## config.mk

```make
export PLATFORM = sky130hd
export DESIGN_NAME = t_vpi_rw_bank
export DESIGN_NICKNAME = d
export VERILOG_FILES = /design/src/rtl/t_vpi_rw_pkg.sv /design/src/rtl/t_vpi_rw_bank_chk.sv /design/src/rtl/t_vpi_rw_bank.sv
export SDC_FILE = /design/constraint.sdc
export NUM_CORES = 1
export LEC_CHECK = 0
export BUFFER_PORTS_ARGS = -buffer_cell sky130_fd_sc_hd__buf_4
export CAP_MARGIN = 40
export CORE_UTILIZATION = 32
export CTS_BUF_LIST = sky130_fd_sc_hd__clkbuf_16
export CTS_CLUSTER_DIAMETER = 40
export DETAILED_ROUTE_END_ITERATION = 10
export PLACE_DENSITY_LB_ADDON = 0.08
export SYNTH_ARGS = -nofsm -noshare
export SYNTH_HDL_FRONTEND = slang
export SYNTH_SLANG_ARGS = --single-unit
```

## constraint.sdc

```tcl
create_clock -name clk -period 2.25 [get_ports clk]
set_clock_uncertainty 0.05 [all_clocks]
set_input_delay 0.45 -clock clk [delete_from_list [all_inputs] [get_ports clk]]
set_output_delay 0.45 -clock clk [all_outputs]
set_load 0.005 [all_outputs]
```

## src/rtl/t_vpi_rw_pkg.sv

```systemverilog
// -----------------------------------------------------------------------------
// t_vpi_rw_pkg
// Shared definitions for the VPI read/write register bank:
//   - state_t : handover FSM states
//   - ERR_W   : width of the saturating error counter
//   - exp_val : expected channel value for a given round and channel index
// -----------------------------------------------------------------------------
package t_vpi_rw_pkg;

  typedef enum logic [2:0] {
    S_IDLE     = 3'd0,
    S_ARM      = 3'd1,
    S_WAIT_REQ = 3'd2,
    S_CAPTURE  = 3'd3,
    S_CHECK    = 3'd4,
    S_DONE     = 3'd5
  } state_t;

  localparam int ERR_W = 8;

  // Expected pattern: (rnd*nch + idx + 1) truncated to 'width' bits.
  // Computed at 64 bits so every legal width shares one implementation.
  function automatic logic [63:0] exp_val(input logic [7:0]  rnd,
                                          input int unsigned idx,
                                          input int unsigned width,
                                          input int unsigned nch);
    logic [63:0] sum;
    logic [63:0] mask;
    sum = 64'(rnd) * 64'(nch) + 64'(idx) + 64'd1;
    if (width >= 64) mask = '1;
    else             mask = (64'd1 << width) - 64'd1;
    return sum & mask;
  endfunction

endpackage

```

## src/rtl/t_vpi_rw_bank_chk.sv

```systemverilog
// -----------------------------------------------------------------------------
// t_vpi_rw_chk
// Sequential per-channel comparator with a saturating error counter. The FSM
// presents one captured channel per cycle (i_idx / i_data) while i_en is high;
// each mismatch against the expected pattern bumps the counter. i_tmo adds one
// for a handover timeout. The counter sticks at its maximum.
// Ports:
//   clk, rst      clock, asynchronous active-high reset
//   i_en          compare i_data this cycle
//   i_idx         channel index being compared
//   i_round       current round number
//   i_data        captured channel value
//   i_tmo         timeout event (one cycle)
//   o_err_cnt     saturating error count
// -----------------------------------------------------------------------------
module t_vpi_rw_chk
  import t_vpi_rw_pkg::*;
#(
  parameter int WIDTH = 8,
  parameter int NCH   = 4,
  parameter int IDX_W = 2
) (
  input  logic             clk,
  input  logic             rst,
  input  logic             i_en,
  input  logic [IDX_W-1:0] i_idx,
  input  logic [7:0]       i_round,
  input  logic [WIDTH-1:0] i_data,
  input  logic             i_tmo,
  output logic [ERR_W-1:0] o_err_cnt
);

  logic [63:0]      w_exp;
  logic             w_mis;
  logic             w_inc;
  logic [ERR_W-1:0] r_err;

  assign w_exp = exp_val(i_round, 32'(i_idx), WIDTH, NCH);
  // exp_val is already truncated to WIDTH, so a zero-extended compare is exact.
  assign w_mis = i_en && (64'(i_data) != w_exp);
  // Compare and timeout never occur in the same cycle (different FSM states).
  assign w_inc = w_mis || i_tmo;

  always_ff @(posedge clk or posedge rst) begin
    if (rst) begin
      r_err <= '0;
    end else if (w_inc && (r_err != '1)) begin
      r_err <= r_err + ERR_W'(1);
    end
  end

  assign o_err_cnt = r_err;

endmodule

```

## src/rtl/t_vpi_rw_bank.sv

```systemverilog
// -----------------------------------------------------------------------------
// t_vpi_rw_bank
// VPI read/write target: NCH public registers of WIDTH bits (chan_data) plus a
// request flag (req) are deposited by an external VPI monitor. Each handed-over
// round is captured, compared channel by channel against the expected pattern,
// and a pass/fail verdict is reported after ROUNDS rounds or on a timeout.
// Public to the monitor: chan_data, req (read/write); ack, round (read-only).
// Optional build macro T_VPI_RW_SHADOW_EN adds 'shadow', holding the bitwise
// inverse of chan_data as captured, so the monitor can verify its read path.
// Ports:
//   clk      sole clock, rising edge
//   rst      asynchronous reset, active-high
//   start    begin the test (only honoured in IDLE)
//   rd_chan  capture-bank read index
//   rd_data  registered capture-bank readback (0 for rd_chan >= NCH)
//   done     sticky completion flag
//   pass     sticky verdict, valid with done
//   err_cnt  saturating mismatch/timeout count
// -----------------------------------------------------------------------------
module t_vpi_rw_bank
  import t_vpi_rw_pkg::*;
#(
  parameter  int WIDTH   = 8,
  parameter  int NCH     = 4,
  parameter  int ROUNDS  = 3,
  parameter  int TIMEOUT = 1000,
  localparam int IDX_W   = (NCH > 1) ? $clog2(NCH) : 1
) (
  input  logic             clk,
  input  logic             rst,
  input  logic             start,
  input  logic [IDX_W-1:0] rd_chan,
  output logic [WIDTH-1:0] rd_data,
  output logic             done,
  output logic             pass,
  output logic [ERR_W-1:0] err_cnt
);

  localparam int               CNT_W      = $clog2(TIMEOUT + 1);
  localparam logic [IDX_W-1:0] LAST_IDX   = IDX_W'(NCH - 1);
  localparam logic [7:0]       LAST_ROUND = 8'(ROUNDS - 1);
  localparam logic [CNT_W-1:0] TMO_VAL    = CNT_W'(TIMEOUT);

  // Monitor-visible registers
  logic [WIDTH-1:0] chan_data [NCH];
  logic             req;
  logic             ack;
  logic [7:0]       round;

  state_t           r_state, w_state_next;
  logic [CNT_W-1:0] r_cnt;
  logic [IDX_W-1:0] r_idx;
  logic [WIDTH-1:0] r_cap [NCH];
  logic [WIDTH-1:0] r_rd_data;

  logic             w_cap_en, w_chk_en, w_tmo, w_done;
  logic             w_last, w_tmo_hit;
  logic [WIDTH-1:0] w_chk_data;
  logic [WIDTH-1:0] w_rd_terms [NCH];
  logic [WIDTH-1:0] w_rd_mux;
  logic [ERR_W-1:0] w_err_cnt;

  assign w_last    = (r_idx == LAST_IDX);
  assign w_tmo_hit = (r_cnt == TMO_VAL);

  // ---------------- FSM: state register ----------------
  always_ff @(posedge clk or posedge rst) begin
    if (rst) r_state <= S_IDLE;
    else     r_state <= w_state_next;
  end

  // ---------------- FSM: next state ----------------
  always_comb begin
    w_state_next = r_state;
    case (r_state)
      S_IDLE:     if (start) w_state_next = S_ARM;
      S_ARM:      w_state_next = S_WAIT_REQ;
      // A pending request beats a timeout expiring in the same cycle.
      S_WAIT_REQ: if (req)            w_state_next = S_CAPTURE;
                  else if (w_tmo_hit) w_state_next = S_DONE;
      S_CAPTURE:  w_state_next = S_CHECK;
      S_CHECK:    if (w_last) w_state_next = (round == LAST_ROUND) ? S_DONE : S_ARM;
      S_DONE:     w_state_next = S_DONE;
      default:    w_state_next = S_IDLE;
    endcase
  end

  // ---------------- FSM: outputs ----------------
  always_comb begin
    ack      = 1'b0;
    w_cap_en = 1'b0;
    w_chk_en = 1'b0;
    w_tmo    = 1'b0;
    w_done   = 1'b0;
    case (r_state)
      S_WAIT_REQ: w_tmo = !req && w_tmo_hit;
      S_CAPTURE:  begin ack = 1'b1; w_cap_en = 1'b1; end
      S_CHECK:    w_chk_en = 1'b1;
      S_DONE:     w_done = 1'b1;
      default:    ;
    endcase
    done = w_done;
    pass = w_done && (w_err_cnt == '0);
  end

  // Plain always (not always_ff): the monitor also deposits into these
  // registers from outside. The block only resets them and clears req on
  // capture; a monitor write of req during CAPTURE is overwritten by the clear.
  always @(posedge clk or posedge rst) begin
    if (rst) begin
      req <= 1'b0;
      for (int k = 0; k < NCH; k++) chan_data[k] <= '0;
    end else if (w_cap_en) begin
      req <= 1'b0;
    end
  end

  // ---------------- datapath ----------------
  always_ff @(posedge clk or posedge rst) begin
    if (rst) begin
      r_cnt <= '0;
      r_idx <= '0;
      round <= '0;
      for (int k = 0; k < NCH; k++) r_cap[k] <= '0;
    end else begin
      case (r_state)
        S_ARM:      r_cnt <= '0;
        S_WAIT_REQ: if (!w_tmo_hit) r_cnt <= r_cnt + CNT_W'(1);
        S_CAPTURE: begin
          r_idx <= '0;
          for (int k = 0; k < NCH; k++) r_cap[k] <= chan_data[k];
        end
        S_CHECK: begin
          r_idx <= w_last ? '0 : r_idx + IDX_W'(1);
          if (w_last) round <= round + 8'd1;
        end
        default: ;
      endcase
    end
  end

`ifdef T_VPI_RW_SHADOW_EN
  logic [WIDTH-1:0] shadow [NCH];

  always_ff @(posedge clk or posedge rst) begin
    if (rst) begin
      for (int k = 0; k < NCH; k++) shadow[k] <= '0;
    end else if (w_cap_en) begin
      for (int k = 0; k < NCH; k++) shadow[k] <= ~chan_data[k];
    end
  end
`else
`endif

  // Readback: one-hot select terms ORed together; indices >= NCH match no
  // term and read as zero.
  genvar gi;
  for (gi = 0; gi < NCH; gi++) begin : g_rd
    assign w_rd_terms[gi] = (rd_chan == IDX_W'(gi)) ? r_cap[gi] : '0;
  end

  always_comb begin
    w_rd_mux = '0;
    for (int k = 0; k < NCH; k++) w_rd_mux = w_rd_mux | w_rd_terms[k];
  end

  always_ff @(posedge clk or posedge rst) begin
    if (rst) r_rd_data <= '0;
    else     r_rd_data <= w_rd_mux;
  end

  assign rd_data    = r_rd_data;
  assign w_chk_data = r_cap[r_idx];
  assign err_cnt    = w_err_cnt;

  t_vpi_rw_chk #(
    .WIDTH (WIDTH),
    .NCH   (NCH),
    .IDX_W (IDX_W)
  ) u_chk (
    .clk       (clk),
    .rst       (rst),
    .i_en      (w_chk_en),
    .i_idx     (r_idx),
    .i_round   (round),
    .i_data    (w_chk_data),
    .i_tmo     (w_tmo),
    .o_err_cnt (w_err_cnt)
  );

endmodule
```

; ---- After elaboration in Yosys (flattened, before gate mapping)
; Cells that the tools add are included.
[totals]
register_bits = 71
latch_bits = 0
ram_bits = 0
mem_bits_ro = 0
in_bits = 5
output_inout_bits = 18
elab_cells = 69
memories = 0
[classes]
addsub = 6
mul = 0
div_mod_pow = 0
magnitude_cmp = 1
eq_ne = 17
n_shift = 0
mux = 19
bitwise_logic = 4
reduce_logical = 12
[ops]
columns = operator, count
row1 = two-way mux 8 bit, 6
row2 = "adder 8 x 1 -> 8 bit, second input constant", 3
row3 = bitwise OR 8 bit, 3
row4 = one-hot mux 10 bit (2 select lines), 1
row5 = one-hot mux 3 bit (6 select lines), 1
row6 = binary-select mux 8 bit (select 2 bit), 1
row7 = two-way mux 3 bit, 4
row8 = "adder 10 x 1 -> 10 bit, second input constant", 1
row9 = "== test 10 bit, second input constant", 1
row10 = two-way mux 10 bit, 1
row11 = adder 8 x 2 -> 8 bit, 1
row12 = "== test 8 x 2 -> 1 bit, second input constant", 1
row13 = zero test 8 bit, 1
row14 = "!= test 2 bit, second input constant", 4
row15 = != test 8 bit, 1
row16 = "!= test 8 bit, second input constant", 1
row17 = "== test 2 bit, second input constant", 3
row18 = "== test 3 x 2 -> 1 bit, second input constant", 2
row19 = "== test 3 bit, second input constant", 2
row20 = one-hot mux 2 bit (2 select lines), 1
row21 = AND reduction 2 bit, 2
row22 = nonzero test 2 bit, 2
row23 = "== test 3 x 1 -> 1 bit, second input constant", 1
row24 = ">= comparator 3 bit, second input constant", 1
row25 = other kinds (10), 14

; ---- Logic depth before layout (Yosys ltp)
; Gate-level depths: netlist of run 1.
[logic_depth]
depth_word = 8
mapped_depth = 8
mapped_depth_nobuf = 7

; ---- Hierarchy
; Synthesis of run 1 repeated with hierarchy kept, for this count alone.
[hier_totals]
hier_cells = 231
hier_area_um2 = 2137.0
[by_module_without_submodules]
columns = module, instances, cells_per_inst, area_per_inst_um2, seq_area_each_um2
row1 = t_vpi_rw_bank, 1, 152, 1426.4, 575.6
row2 = t_vpi_rw_chk, 1, 79, 710.7, 200.2

; ---- Least setup slack after synthesis of run 1
; No wires, ideal clock.
[synth_path]
kind = register to register
startpoint = reg round[0]
endpoint = reg u_chk.r_err[6] (netlist: u_chk.o_err_cnt[6])
setup_ns = 0.128
t_arrival_ns = 1.981
required_time_ns = 2.072
setup_slack_ns = 0.091
path_stages_with_launch = 7
path_buffers = 0
period_less_slack_ns = 2.159
cell_sequence = dfrtp_1 ha_1 a31o_1 a221o_1 o31ai_4 a21oi_1 mux2_1
[synth_between]
elab_chain_cells = 6
[synth_lines]
columns = element, line_no
row1 = start: declaration, t_vpi_rw_bank.sv:48  ; logic [7:0] round;
row2 = start signal: assignment, t_vpi_rw_bank.sv:135  ; if (w_last) round <= round + 8'd1;
row3 = adder 8 x 2 -> 8 bit, t_vpi_rw_pkg.sv:29  ; sum = 64'(rnd) * 64'(nch) + 64'(idx) + 64'd1;
row4 = adder 8 x 1 -> 8 bit, t_vpi_rw_pkg.sv:29
row5 = != test 8 bit, t_vpi_rw_bank_chk.sv:40  ; assign w_mis = i_en && (64'(i_data) != w_exp);
row6 = logical AND 1 bit, t_vpi_rw_bank_chk.sv:40
row7 = logical OR 1 bit, t_vpi_rw_bank_chk.sv:42  ; assign w_inc = w_mis || i_tmo;
row8 = logical AND 1 bit, t_vpi_rw_bank_chk.sv:47  ; end else if (w_inc && (r_err != '1)) begin
row9 = end signal: assignment, t_vpi_rw_bank_chk.sv:48  ; r_err <= r_err + ERR_W'(1);
row10 = end: declaration, t_vpi_rw_bank_chk.sv:36  ; logic [ERR_W-1:0] r_err;
; No other way between the ends.
; A chain may end at the register's enable or synchronous reset.

; ---- Worst setup path in the final report of run 1
[layout_path]
startpoint = reg round[0]
endpoint = reg u_chk.r_err[1] (netlist: u_chk.o_err_cnt[1])
; Same word-level chain as after synthesis.

==> impl_metrics.py, run 1 <==
metrics = {
    "clock_tree": {
        "cts_sinks": 31,
        "clockRootBuffer": "clkbuf_16",
        "clk_pin_slew_worst_paths_ps": 50,
        "post_cts_buffers": 0,
        "clock_latency_ps": 270,
        "tritoncts": "done",
        "htreeDepth": 2,
        "cts_buffer_depth": 2,
        "cts_buffers": 5,
        "hold_buffers": 0,
        "cts_resized": 0,
    },
    "timing": {
        "tightest_slew_ps": 567,
        "period_share_pct": 94.2,
        "max_freq_mhz": 472,
        "slew_headroom_pct": 61.6,
        "setup_viol": 0,
        "hold_viol": 0,
        "rsz0062_at_grt": "no",
        "finalSetupTns_ps": 0,
        "slew_viol_final": 0,
        "fin_ws_ps": 132,
        "post-route-min-period_ps": 2120,
        "hold_ws_ps": 208,
    },
    "critical_path": {
        "slowest_delay_ps": 420,
        "required_ps": 2360,
        "worst-setup-path-type": "reg2reg",
        "path_buf_inv": 0,
        "critPathLaunch": "round[0]$_DFFE_PP0P_",
        "crit_path_cell_trace": "ha_1 -> a31o_1 -> a221o_1 -> o31ai_4 -> a21oi_2 -> mux2_1",
        "cp_slowest_cell": "dfrtp_1",
        "cpLargestDelayFamily": "compound AO/OA/AOI/OAI gates",
        "path_max_fanout": 5,
        "crit_path_start_kind": "flip-flop",
        "crit_arrival_ps": 2220,
        "r2r-start": "round[0]$_DFFE_PP0P_",
        "crit_path_end_kind": "flip-flop",
    },
    "logic_synthesis": {
        "synth_compound_area_share_pct": 12.8,
        "ys_seq_elements": 31,
        "async_reset_ff_share_pct": 100,
        "synth_area_per_cell_um2": 9.50,
        "synth_edf_count": 0,
        "synth_area_um2": 1870,
        "synth-adder-area-share_pct": 6.02,
        "synth_top_family_by_area": "simple AND/OR/NAND/NOR gates",
        "yosysMostFrequentCell": "dfrtp_1",
        "synth_top_area_share_pct": 41.4,
        "yosysTopAreaCell": "dfrtp_1",
        "ys.flop_type": "dfrtp_1",
        "synth-xor-area-share_pct": 8.89,
        "yosys.area_share.simple_pct": 21.5,
        "yosys_warnings": 32,
        "synthCells": 197,
        "synth_area_leaders": "dfrtp_1, ha_1, xnor2_1",
        "synth_common_cells": "dfrtp_1, nand2_1, nand3_1, nor2_1, inv_1",
        "synth_mux_area_share_pct": 1.80,
        "ys_seq_area_share_pct": 41.4,
        "ys_types": 46,
    },
    "grt": {
        "grt_pass1_wl_mm": 6.47,
        "grt_max_degree": 32,
        "overflow": 0,
        "grt_pass1_vias": 1394,
        "globalRouteTotalUtil_pct": 13.4,
        "antenna_found_initial": 0,
    },
    "placement": {
        "place_area_um2": 2070,
        "hpwl_mm": 2.81,
        "place_ws_ps": 66.9,
        "port_buffers": 12,
        "dp.cells": 285,
        "gp_congestion": 0.837,
    },
    "die": {
        "die_x_um": 78.5,
        "die_area_um2": 6160,
        "core-area_um2": 5570,
        "core.rowCount": 27,
        "start_util_pct": 33.6,
        "die_y_um": 78.5,
        "io_pins": 23,
    },
    "drt": {
        "dr.pass1.iters": 4,
        "ant_nets": 0,
        "drc": 0,
        "via_per_inst": 5.04,
        "vias": 1476,
        "wl_mm": 3.74,
        "drt-initial-drc-count": 84,
        "wl_per_cell_um": 12.8,
    },
    "min_path": {
        "hold_path_class": "in2async",
    },
    "run": {
        "cap_violations": 0,
    },
    "finish": {
        "post-route-util_pct": 40.3,
        "syn_to_final_growth_pct": 20.0,
        "nets": 234,
        "drive_gt1_share_pct": 18.1,
        "diodes": 0,
        "stdcell_area_um2": 2250,
        "fin_cells": 293,
    },
    "power": {
        "p_per_area_nw_per_um2": 591,
        "ir_drop_mv": 0.226,
        "total_leakage_power_nw": 1.00,
        "p_total_mw": 1.33,
    },
    "run_status": {
        "status": "finished clean",
    },
}
[where the power goes]
part / total (mW) / internal (mW) / switching [mW]
sequential: 0.558 / 0.558 / 0
combinational: 0.0177 / 0.00346 / 0.0142
clock: 0.752 / 0.515 / 0.236
total: 1.33 / 1.08 / 0.250
[cell type report]
type,count,area [µm²]
fillers,573,3330
multi-input cells,147,998
flip-flops and latches,31,776
repair buffers,23,173
clock buffers,5,125
well taps,72,90.1
inverters,12,45.0
clock inverters,3,38.8
[metal layers]
metal	vias up	track usage [%]	wire length, µm
met5	-	0	0
met4	0	6.48	71
met3	6	3.95	123
met2	25	20.9	1780
met1	722	17.0	1770
li1	723	-	-
[layout by cell type (no fill, tap or decap), types with 4 or more instances in the layout]
master and instances:
conb_1 8, nor2_1 13, a21oi_1 7, inv_1 12, o21ai_0 4, xnor2_1 11
buf_4 23, xor2_1 8, nand3_1 16, nor3_1 9, dfrtp_1 31, nand2_1 16
ha_1 9, clkbuf_16 5
[worst paths after layout]
| path | to | slack [ps] | depth (start not counted) |
|---|---|---|---|
| setup reg to reg | u_chk.o_err_cnt[1]$_DFFE_PP0P_ | 130 | 6 |
| max in group asynchronous | r_state[2]$_DFFE_PP0P_ | 1650 | 3 |
| hold reg to reg | round[7]$_DFFE_PP0P_ | 440 | 1 |
| setup / recovery | u_chk.o_err_cnt[1]$_DFFE_PP0P_ | 130 | 6 |
| hold / removal | r_cnt[7]$_DFFE_PP0P_ | 210 | 3 |
| min in group clk | round[7]$_DFFE_PP0P_ | 440 | 1 |
[worst reg2reg max path: cells and delay by family (launching register included)]
family | cells | cell delay (ps)
AOI/OAI and AO/OA | 4 | 960
DFF | 1 | 420
muxes | 1 | 330
adders and majority gates | 1 | 240
[cells by family after synthesis]
| kind of cell | count (synthesis) |
|---|---|
| XOR/XNOR | 19 |
| flip-flops | 31 |
| buffers and inverters | 26 |
| other | 1 |
| AO/OA/AOI/OAI | 31 |
| adder cells (fa/ha/maj) | 9 |
| AND/OR/NAND/NOR | 77 |
| multiplexers | 3 |
[state kept, by name (all words and copies together) (netlist names)]
| register | cells |
|---|---|
| round | 8 |
| r_cnt | 10 |
| r_idx | 2 |
| u_chk.o_err_cnt | 8 |
| r_state | 3 |
(Power assumes the default switching activity.)
==> run 2: changes to the inputs <==
RECOVER_POWER = 25   (was unset)
==> run 2 against run 1 <==
Effect of this change: the run now ends with max-capacitance violations, max-slew violations left; worst hold slack improved by 230 ps; core utilization decreased by 0.067 points; first-iteration DRC count grew 9.5%; power hardly changed; die area stayed put; critical endpoint unchanged.
==> impl_metrics.py, run 2 (synthesis gave the netlist of run 1 again) <==
metrics = {
    "run_status": {
        "status": "complete, but fails checks",
        "violations": "max-capacitance violations, max-slew violations",
    },
    "clock_tree": {
        "post_cts_buffers": 0,
        "cts_buffers": 5,
        "clk_pin_slew_worst_paths_ps": 50,
        "htreeDepth": 2,
        "cts_resized": 0,
        "tritoncts": "done",
        "cts_buffer_depth": 2,
        "cts_sinks": 31,
        "clock_latency_ps": 270,
        "hold_buffers": 0,
        "clockRootBuffer": "clkbuf_16",
    },
    "critical_path": {
        "worstReg2RegEnd": "u_chk.o_err_cnt[1]$_DFFE_PP0P_",
        "crit_path_start_kind": "flip-flop",
        "slowest_delay_ps": 420,
        "critPathLaunch": "round[0]$_DFFE_PP0P_",
        "worst-setup-path-type": "reg2reg",
        "path_max_fanout": 5,
        "crit_path_cell_trace": "ha_1 -> a31o_1 -> a221o_1 -> o31ai_4 -> a21oi_2 -> mux2_1",
        "r2r_slack_ps": 130,
        "path_buf_inv": 0,
        "cpLargestDelayFamily": "compound AO/OA/AOI/OAI gates",
        "crit_arrival_ps": 2230,
        "required_ps": 2360,
        "crit_path_end_kind": "flip-flop",
        "crit_end": "u_chk.o_err_cnt[1]$_DFFE_PP0P_",
        "cp_slowest_cell": "dfrtp_1",
        "cp.depth": 6,
        "r2r-start": "round[0]$_DFFE_PP0P_",
        "reg2regPathDepth": 6,
    },
    "placement": {
        "place_area_um2": 2070,
        "hpwl_mm": 2.81,
        "port_buffers": 12,
        "gp_congestion": 0.837,
        "dp.cells": 285,
    },
    "min_path": {
        "hold_path_class": "reg2reg",
    },
    "die": {
        "die_y_um": 78.5,
        "start_util_pct": 33.6,
        "die_area_um2": 6160,
        "core-area_um2": 5570,
        "io_pins": 23,
        "core.rowCount": 27,
        "die_x_um": 78.5,
    },
    "timing": {
        "hold_viol": 0,
        "post-route-min-period_ps": 2120,
        "setup_viol": 0,
        "period_share_pct": 94.2,
        "slew_viol_final": 32,
        "tightest_slew_ps": 1670,
        "finalSetupTns_ps": 0,
        "max_freq_mhz": 472,
        "hold_ws_ps": 435,
        "slew_headroom_pct": -11.1,
        "rsz0062_at_grt": "no",
    },
    "finish": {
        "fin_cells": 293,
        "diodes": 0,
        "stdcell_area_um2": 2240,
        "nets": 234,
        "final_cell_mix": "dfrtp_1, buf_4, nand3_1, nand2_1, nor2_1",
        "largest_reg_flops": 10,
        "drive_gt1_share_pct": 17.6,
        "syn_to_final_growth_pct": 19.8,
        "fillers": 572,
        "regMostFlops": "r_cnt",
        "layout_commonest_cell": "dfrtp_1",
    },
    "grt": {
        "grt_pass1_vias": 1394,
        "antenna_found_initial": 0,
        "overflow": 0,
        "grt_max_degree": 32,
        "grt_pass1_wl_mm": 6.47,
        "globalRouteTotalUtil_pct": 13.4,
    },
    "power": {
        "p_total_mw": 1.33,
        "p_per_area_nw_per_um2": 592,
        "total_leakage_power_nw": 0.997,
        "ir_drop_mv": 0.226,
    },
    "drt": {
        "wl_per_cell_um": 12.8,
        "drt-initial-drc-count": 92,
        "dr.pass1.iters": 4,
        "drc": 0,
        "ant_nets": 0,
        "via_per_inst": 5.02,
        "wl_mm": 3.75,
        "vias": 1471,
    },
    "run": {
        "cap_violations": 1,
    },
}
==> run 2: cell count changes in the layout (fill, tap and decap cells not counted), sizes merged <==
cell    change
buf         -2
clkbuf      +2
==> run 2: final cells by class <==
cell class / instances / area [µm²] / share of cell area [%]
Multi-Input combinational cell: 147 / 998 / 44.5
Sequential cell: 31 / 776 / 34.6
Timing Repair Buffer: 23 / 169 / 7.53
Clock buffer: 5 / 125 / 5.58
Tap cell: 72 / 90.1 / 4.02
Inverter: 12 / 45.0 / 2.01
Clock inverter: 3 / 38.8 / 1.73
==> run 2: worst min path at each step <==
stage | depth (start not counted) | to | slack [ps] | startpoint
2_1_floorplan | 1 | round[7]$_DFFE_PP0P_ | 400 | round[7]$_DFFE_PP0P_
3_3_place_gp | 1 | round[7]$_DFFE_PP0P_ | 430 | round[7]$_DFFE_PP0P_
3_5_place_dp | 1 | round[7]$_DFFE_PP0P_ | 430 | round[7]$_DFFE_PP0P_
4_1_cts | 3 | u_chk.o_err_cnt[1]$_DFFE_PP0P_ | 230 | rst
5_1_grt | 1 | round[7]$_DFFE_PP0P_ | 470 | round[7]$_DFFE_PP0P_
6_report | 1 | round[7]$_DFFE_PP0P_ | 430 | round[7]$_DFFE_PP0P_
==> run 2: layer usage <==
| layer | global-route usage (%) | vias to the layer above | part of all wire (%) |
|---|---|---|---|
| met4 | 6.48 | 0 | 1.9 |
| li1 | - | 722 | - |
| met5 | 0 | - | 0 |
| met2 | 20.9 | 23 | 48 |
| met3 | 3.95 | 6 | 3.4 |
| met1 | 17.0 | 720 | 47 |
==> run 2: where the power goes <==
group / internal (mW) / switching [mW]
Sequential: 0.558 / 0
Combinational: 0.00253 / 0.0143
Clock: 0.515 / 0.236
Total: 1.08 / 0.250
==> run 2: per-stage QoR <==
step,util [%],setup slack [ps]
global route,40.2,31.8
detailed placement,37.1,66.9
global placement,37.1,63.7
CTS,40.0,53.4
finish,40.2,130
floorplan,-,91.1
==> run 3: changes to the inputs <==
PLACE_DENSITY_LB_ADDON = unset   (was 0.08)
==> run 3 against run 2 <==
Effect of this change: the run still ends with max-capacitance violations, max-slew violations left; routed wire length down 2.9%; die area unchanged; non-clock buffer count down 2; clock power down 20%; register-to-register slack better by 50 ps; fmax up 0.67%; power down 11%; worst hold slack better by 7.9 ps; clock-buffer cell count unchanged; critical path depth down 1; critical path type is now reg2out; critical endpoint is now pass; largest cell class unchanged; highest routed layer unchanged.
==> impl_metrics.py, run 3 (synthesis gave the netlist of run 1 again) <==
metrics = {
    "drt": {
        "via_per_inst": 5.06,
        "ant_nets": 0,
        "drc": 0,
        "wl_mm": 3.64,
        "drt-initial-drc-count": 35,
        "wl_per_cell_um": 12.6,
        "vias": 1463,
        "dr.pass1.iters": 4,
    },
    "run_status": {
        "violations": "max-capacitance violations, max-slew violations",
        "status": "complete, but fails checks",
    },
    "clock_tree": {
        "cts_buffer_depth": 2,
        "clockRootBuffer": "clkbuf_16",
        "cts_resized": 0,
        "tritoncts": "done",
        "clock_latency_ps": 270,
        "hold_buffers": 0,
        "post_cts_buffers": 0,
        "cts_buffers": 5,
        "clk_pin_slew_worst_paths_ps": 50,
        "cts_sinks": 31,
        "htreeDepth": 2,
    },
    "critical_path": {
        "required_ps": 1750,
        "reg2regPathDepth": 6,
        "worst-setup-path-type": "reg2out",
        "critPathLaunch": "r_state[1]$_DFFE_PP0P_",
        "crit_arrival_ps": 1610,
        "cp_slowest_cell": "dfrtp_1",
        "crit_path_end_kind": "output pin",
        "r2r-start": "round[0]$_DFFE_PP0P_",
        "crit_path_start_kind": "flip-flop",
        "path_max_fanout": 11,
        "slowest_delay_ps": 480,
        "crit_path_cell_trace": "nand2b_1 -> nor2_1 -> nand2_1 -> nor4_2 -> buf_4",
    },
    "finish": {
        "syn_to_final_growth_pct": 17.0,
        "regMostFlops": "r_cnt",
        "nets": 232,
        "layout_commonest_cell": "dfrtp_1",
        "diodes": 0,
        "drive_gt1_share_pct": 15.7,
        "final_cell_mix": "dfrtp_1, buf_4, nand3_1, nand2_1, nor2_1",
        "largest_reg_flops": 10,
    },
    "die": {
        "core.rowCount": 27,
        "start_util_pct": 33.6,
        "die_x_um": 78.5,
        "die_area_um2": 6160,
        "io_pins": 23,
        "core-area_um2": 5570,
        "die_y_um": 78.5,
    },
    "grt": {
        "grt_pass1_vias": 1460,
        "globalRouteTotalUtil_pct": 13.4,
        "overflow": 0,
        "grt_pass1_wl_mm": 6.51,
        "grt_max_degree": 32,
        "antenna_found_initial": 0,
    },
    "power": {
        "p_per_area_nw_per_um2": 538,
        "total_leakage_power_nw": 0.972,
        "ir_drop_mv": 0.330,
        "p_total_mw": 1.18,
    },
    "run": {
        "cap_violations": 1,
    },
    "min_path": {
        "holdCritStartpoint": "round[7]$_DFFE_PP0P_",
        "hold_path_class": "reg2reg",
        "hold_path_depth": 1,
    },
    "timing": {
        "period_share_pct": 93.6,
        "tightest_slew_ps": 1640,
        "setup_viol": 0,
        "finalSetupTns_ps": 0,
        "max_freq_mhz": 475,
        "slew_headroom_pct": -9.64,
        "post-route-min-period_ps": 2110,
        "rsz0062_at_grt": "no",
        "slew_viol_final": 32,
        "hold_viol": 0,
    },
    "placement": {
        "port_buffers": 12,
        "gp_congestion": 0.776,
        "hpwl_mm": 2.55,
    },
}
==> run 3: changes by cell type in the layout (fill, tap and decap cells not counted), sizes merged <==
| cell | delta |
|---|---|
| buf | -2 |
| inv | +1 |
| bufinv | -1 |
| clkinv | -2 |
==> run 3: power by group <==
part	internal (mW)	switching, mW
sequential	0.559	0
combinational	0.00253	0.0140
clock	0.391	0.212
total	0.952	0.226
==> run 3: metrics by stage <==
stage               cells  setup slack (ps)  utilization (%)  cell area (µm²)  hold WS, ps
floorplan             204              91.1                -             1900          397
global placement      283               131             36.8             2050          421
detailed placement    283               106             36.8             2050          438
CTS                   289              35.4             39.1             2180          231
global route          289              13.4             39.3             2190          452
finish                289               144             39.3             2190          443
==> run 3: cell type report <==
cell class | count | area, µm²
inverter | 12 | 45.0
timing repair buffer | 21 | 154
fill | 561 | 3380
clock buffer | 5 | 125
sequential | 31 | 776
clock inverter | 1 | 3.75
tap | 72 | 90.1
multi-input combinational | 147 | 996
==> run 3: path summary, 6_finish.rpt <==
path | endpoint | slack, ps
max in group asynchronous | r_state[2]$_DFFE_PP0P_ | 490
setup reg to reg | u_chk.o_err_cnt[1]$_DFFE_PP0P_ | 180
hold / removal | round[7]$_DFFE_PP0P_ | 440
min in group asynchronous | u_chk.o_err_cnt[6]$_DFFE_PP0P_ | 710
setup / recovery | pass | 140
hold reg to reg | round[7]$_DFFE_PP0P_ | 440
==> run 3: critical path: cells and delay by family, from the launching register on <==
family,cells,cell delay (ps)
AND/OR/NAND/NOR,4,700
flip-flops,1,480
buffers and inverters,1,150
==> run 3: layer usage <==
metal  global-route usage, %  wire [µm]
met1                    16.6       1750
met5                       0          0
met4                    5.00         21
met3                    4.88        144
met2                    21.3       1720
